**config.mk**
```make
export PLATFORM = sky130hd
export DESIGN_NAME = cross_bar_slave_mem
export DESIGN_NICKNAME = d
export VERILOG_FILES = /design/src/rtl/cross_bar_pkg.sv /design/src/rtl/cross_bar_slave_mem_array.sv /design/src/rtl/cross_bar_slave_mem.sv
export SDC_FILE = /design/constraint.sdc
export NUM_CORES = 1
export LEC_CHECK = 0
export BUFFER_PORTS_ARGS = -buffer_cell sky130_fd_sc_hd__buf_2
export CAP_MARGIN = 20
export CORE_UTILIZATION = 55
export DETAILED_ROUTE_END_ITERATION = 10
export PLACE_DENSITY = 0.81
export SYNTH_ARGS = -nofsm -noshare
export SYNTH_HDL_FRONTEND = slang
export SYNTH_HIERARCHICAL = 1
export SYNTH_SLANG_ARGS = --single-unit
```
**constraint.sdc**
```tcl
create_clock -name clk -period 5.45 [get_ports clk]
set_input_delay 0 -clock clk [delete_from_list [all_inputs] [get_ports clk]]
set_output_delay 0 -clock clk [all_outputs]
set_load 0.01 [all_outputs]
```
**src/rtl/cross_bar_pkg.sv**
```systemverilog
// Shared types for the crossbar fabric and its slave-side endpoints.
//   addr_t / data_t      : 32-bit word address and data.
//   slave_cmd_e          : request command encoding on slave_cmd.
//   slave_mem_state_e    : handshake states of cross_bar_slave_mem.
//   CNT_W / sat_inc      : width of the completion counters and their saturating increment.
package cross_bar_pkg;

    typedef logic [31:0] addr_t;
    typedef logic [31:0] data_t;

    typedef enum logic {
        CMD_READ  = 1'b0,
        CMD_WRITE = 1'b1
    } slave_cmd_e;

    typedef enum logic [1:0] {
        IDLE,
        WAIT,
        RESP
    } slave_mem_state_e;

    localparam int unsigned CNT_W = 16;

    // Increment that sticks at all-ones instead of wrapping.
    function automatic logic [CNT_W-1:0] sat_inc(input logic [CNT_W-1:0] value);
        return (&value) ? value : value + CNT_W'(1);
    endfunction

endpackage

```
**src/rtl/cross_bar_slave_mem_array.sv**
```systemverilog
// Word storage behind cross_bar_slave_mem.
//   clk, aresetn      : clock and synchronous active-low reset (loads INIT_VALUE everywhere).
//   we, waddr, wdata  : single write port, committed on the rising edge.
//   raddr, rdata      : asynchronous read port.
module cross_bar_slave_mem_array
    import cross_bar_pkg::*;
#(
    parameter int unsigned DEPTH      = 16,
    parameter data_t       INIT_VALUE = '0,
    localparam int unsigned IDX_W     = $clog2(DEPTH)
) (
    input  logic             clk,
    input  logic             aresetn,
    input  logic             we,
    input  logic [IDX_W-1:0] waddr,
    input  data_t            wdata,
    input  logic [IDX_W-1:0] raddr,
    output data_t            rdata
);

    data_t mem_q [DEPTH];

    always_ff @(posedge clk) begin
        if (!aresetn) begin
            for (int i = 0; i < DEPTH; i++) begin
                mem_q[i] <= INIT_VALUE;
            end
        end else if (we) begin
            mem_q[waddr] <= wdata;
        end
    end

    assign rdata = mem_q[raddr];

endmodule

```
**src/rtl/cross_bar_slave_mem.sv**
```systemverilog
// Slave-side responder for the crossbar req/ack protocol, backed by a small register file.
//   clk, aresetn            : clock, synchronous active-low reset.
//   slave_req/addr/cmd/wdata: request from the crossbar, held until ack.
//   slave_ack, slave_rdata  : registered one-cycle completion pulse and read data.
//   stall                   : freezes the wait-state counter while high.
//   rd_cnt, wr_cnt          : saturating counts of completed reads and writes.
module cross_bar_slave_mem
    import cross_bar_pkg::*;
#(
    parameter int unsigned DEPTH       = 16,
    parameter int unsigned WAIT_CYCLES = 2,
    parameter data_t       INIT_VALUE  = '0
) (
    input  logic             clk,
    input  logic             aresetn,
    input  logic             slave_req,
    input  addr_t            slave_addr,
    input  logic             slave_cmd,
    input  data_t            slave_wdata,
    output logic             slave_ack,
    output data_t            slave_rdata,
    input  logic             stall,
    output logic [CNT_W-1:0] rd_cnt,
    output logic [CNT_W-1:0] wr_cnt
);

    localparam int unsigned IDX_W     = $clog2(DEPTH);
    localparam logic [3:0]  WAIT_INIT = 4'(WAIT_CYCLES);
    localparam bit          HAS_WAIT  = (WAIT_CYCLES > 0);

    slave_mem_state_e state_q, state_d;
    logic [3:0]       wait_q, wait_d;
    addr_t            addr_q, addr_d;
    slave_cmd_e       cmd_q, cmd_d;
    data_t            wdata_q, wdata_d;
    logic             ack_q;
    data_t            rdata_q;
    logic [CNT_W-1:0] rd_cnt_q, wr_cnt_q;

    logic             done;
    logic             mem_we;
    data_t            mem_rdata;

    // Completion happens on the edge leaving RESP, so ack becomes visible one cycle later,
    // giving the t+1+WAIT_CYCLES latency. Dropping req before that edge aborts the request.
    always_comb begin
        state_d = state_q;
        wait_d  = wait_q;
        addr_d  = addr_q;
        cmd_d   = cmd_q;
        wdata_d = wdata_q;
        done    = 1'b0;
        unique case (state_q)
            IDLE: begin
                if (slave_req) begin
                    addr_d  = slave_addr;
                    cmd_d   = slave_cmd_e'(slave_cmd);
                    wdata_d = slave_wdata;
                    wait_d  = WAIT_INIT;
                    state_d = HAS_WAIT ? WAIT : RESP;
                end
            end
            WAIT: begin
                if (!slave_req) begin
                    state_d = IDLE;
                    wait_d  = '0;
                end else if (!stall) begin
                    wait_d = wait_q - 4'd1;
                    // Counter reaches zero on this edge.
                    if (wait_q <= 4'd1) begin
                        state_d = RESP;
                    end
                end
            end
            RESP: begin
                state_d = IDLE;
                wait_d  = '0;
                done    = slave_req;
            end
            default: state_d = IDLE;
        endcase
    end

    assign mem_we = done && (cmd_q == CMD_WRITE);

    cross_bar_slave_mem_array #(
        .DEPTH      (DEPTH),
        .INIT_VALUE (INIT_VALUE)
    ) u_array (
        .clk     (clk),
        .aresetn (aresetn),
        .we      (mem_we),
        .waddr   (addr_q[IDX_W-1:0]),
        .wdata   (wdata_q),
        .raddr   (addr_q[IDX_W-1:0]),
        .rdata   (mem_rdata)
    );

    always_ff @(posedge clk) begin
        if (!aresetn) begin
            state_q  <= IDLE;
            wait_q   <= '0;
            addr_q   <= '0;
            cmd_q    <= CMD_READ;
            wdata_q  <= '0;
            ack_q    <= 1'b0;
            rdata_q  <= '0;
            rd_cnt_q <= '0;
            wr_cnt_q <= '0;
        end else begin
            state_q <= state_d;
            wait_q  <= wait_d;
            addr_q  <= addr_d;
            cmd_q   <= cmd_d;
            wdata_q <= wdata_d;
            ack_q   <= done;
            rdata_q <= (done && (cmd_q == CMD_READ)) ? mem_rdata : '0;
            if (done && (cmd_q == CMD_READ)) begin
                rd_cnt_q <= sat_inc(rd_cnt_q);
            end
            if (mem_we) begin
                wr_cnt_q <= sat_inc(wr_cnt_q);
            end
        end
    end

    assign slave_ack   = ack_q;
    assign slave_rdata = rdata_q;
    assign rd_cnt      = rd_cnt_q;
    assign wr_cnt      = wr_cnt_q;

endmodule

```
==> flow_summary.yaml <==
outcome:
  status: "completed"
routing:
  vias_per_cell: 6.313
  routed_wl_mm: 68.37
  drtIter0Drc: 2189
  num_vias: 16779
  drc: 0
  avgRoutedWirePerCell_um: 25.72
  drtAntennaViolNets: 0
  drtPass1Iterations: 6
timing:
  fin_crit_ns: 3.530
  setup-violations-final: 0
  drv_slew: 0
  worst_slew_pin_slew_ns: 1.138
  slew_headroom_pct: 23.82
  clock_skew_ns: 0.01772
  finalHoldViolations: 0
  rsz0062_at_grt: "false"
  max_freq_mhz: 283.3
  finalSetupTns_ns: 0
  period_share_pct: 64.77
synthesis:
  synthCells: 1892
  synth-edff-count: 512
  ys_async_sr_fraction_pct: 0
  yosysSeqAreaShare_pct: 64.97
  synth.net_count: 1969
  synth_area_um2: 26990
  synth.distinct_cells: 49
  syn-mean-instance-area_um2: 14.27
  ys_ff_latch: 620
  synth_top_flop_cell: "edfxtp_1"
  ys_warn_count: 6
clock_network:
  clkTransAtPathRegs_ns: 0.06
  cts_buffers: 60
  cts_sinks: 620
  post_cts_buffers: 0
  clockBufferDepth: 3
  cts_resized: 0
  insertion_delay_ns: 0.62
  htreeDepth: 2
  clockRootBuffer: "clkbuf_16"
  cts_tree: "built"
  hold_buffers: 42
critical_path:
  crit_arrival_ns: 4.04
  cp.required_ns: 5.96
  critical_path_class: "reg -> reg"
  cp_max_fo: 42
  rr_worst_depth: 6
  setup.worst_path.start_class: "flop"
  end_kind: "flop"
floorplanning:
  dieArea_um2: 49960
  die_y_um: 223.5
  ios: 134
  fp.dieW_um: 223.5
  rows: 80
  initial_utilization_pct: 56.18
  core-area_um2: 48050
cells_and_area:
  nNetsFinal: 2071
  syn_to_final_growth_pct: 14.09
  fillCellCount: 3336
  antenna_cells: 0
  fin_area_um2: 30790
  drive_above_1_share_pct: 20.80
grt:
  antenna_found_initial: 1
  grt_max_degree: 60
  grt_pass1_vias: 16875
  grt_pass1_wl_mm: 102.2
  grt.overflow.total: 0
  grt_util_all_layers_pct: 27.75
worst_hold_path:
  hp-class: "in -> reg"
  holdPathStages: 4
flow_run:
  drv_cap: 0
place:
  port_buffers: 105
  place_hpwl_mm: 37.37
  dpl_cell_area_um2: 28200
  place_congestion: 0.7823
pwr:
  p_leak_nw: 11.37
  power.density_nw_per_um2: 332.1
  ir_drop_mv: 0.3288
[worst max-delay path, cell delays in order (launching register included)]
cell     delay (ns)
dfxtp_4        0.69
buf_4          0.69
buf_4          0.78
mux4_2         0.61
a22oi_1        0.29
nand2_1        0.09
and3_1         0.16
[flip-flops by register name, summed over array words and instances (netlist names)]
name,count
slave_ack,1
wdata_q,32
slave_rdata,32
state_q,2
cmd_q,1
u_array/mem_q,512
wr_cnt,16
wait_q,4
addr_q,4
rd_cnt,16
[kinds of logic (layout without fill, tap and decap cells)]
kind of cell    after synthesis  in the layout  synth area share (%)
fa+ha+maj                     8              8                0.3709
mux                         134            134                 10.90
xor+xnor                      2              2               0.06491
compound gates              176            176                 3.991
flops                       620            620                 64.97
simple gates                792            792                 17.28
buf+inv                     160            311                 2.415
[through the flow]
step           utilization, %  setup WS (ns)  instances  hold slack (ns)  power [W]
3_3_place_gp            58.64          1.810       2496           0.2401   0.006044
5_1_grt                 64.09          1.609       2658           0.1598    0.01050
4_1_cts                 63.76          1.713       2650           0.1351    0.01024
3_5_place_dp            58.70          1.747       2497           0.2465   0.006078
2_1_floorplan               -          1.509       1892           0.1360   0.005848
6_report                64.09          1.920       2658           0.1681    0.01023
[Yosys cell counts (10+ instances only)]
cell type | number | share of area (%)
and2_1 | 516 | 12
dfxtp_1 | 108 | 8.0
o21ai_0 | 34 | 0.63
edfxtp_1 | 512 | 57
nor2_1 | 20 | 0.28
nand3_1 | 12 | 0.22
nand2b_1 | 10 | 0.23
nand2_1 | 127 | 1.8
buf_2 | 13 | 0.24
and3_1 | 39 | 0.90
a22oi_1 | 64 | 1.8
or3_1 | 19 | 0.44
mux4_2 | 128 | 11
clkbuf_1 | 126 | 1.8
a21oi_1 | 67 | 1.2
nand4_1 | 13 | 0.30
[cells in the final DEF (no fill, tap or decap), types with 7 or more instances in the layout]
master         instances
and2_1               515
edfxtp_1             512
mux4_2               128
nand2_1              126
dfxtp_1              106
buf_2                104
a21oi_1               67
a22oi_1               64
clkbuf_16             62
dlygate4sd3_1         42
and3_1                39
buf_4                 37
o21ai_0               22
or3_1                 19
clkbuf_8              14
clkinv_2              13
nand4_1               13
nand3_1               12
o21ai_4               12
nor2_2                12
clkbuf_1              11
ha_1                   8
nor2_1                 7
[report_power, final]
part / internal [W] / switching, W
Combinational: 0.000266 / 0.000374
Sequential: 0.00526 / 0.000124
Clock: 0.00245 / 0.00175
Total: 0.00798 / 0.00225
[path summary, 6_finish.rpt]
path	startpoint	end	slack, ns
setup / recovery	addr_q[0]	slave_rdata[31]	1.92
hold / removal	slave_wdata[15]	wdata_q[15]	0.17
hold reg to reg	wr_cnt[15]	wr_cnt[15]	0.49
setup reg to reg	addr_q[0]	slave_rdata[31]	1.92
[routing by layer]
metal	routed length, µm	track usage, %
met1	25380	38.19
met2	32500	43.93
met3	7836	5.268
met4	2648	11.18
met5	8	0
[layout make-up]
type | count | area (µm²) | share of cell area (%)
sequential | 620 | 17540 | 56.97
clock inverter | 24 | 227.7 | 0.7395
clock buffer | 87 | 1785 | 5.798
timing repair buffer | 192 | 1406 | 4.567
tap | 615 | 769.5 | 2.499
multi-input combinational | 1112 | 9030 | 29.32
inverter | 8 | 31.28 | 0.1016
Note: power is estimated with default switching activity, not from simulation.
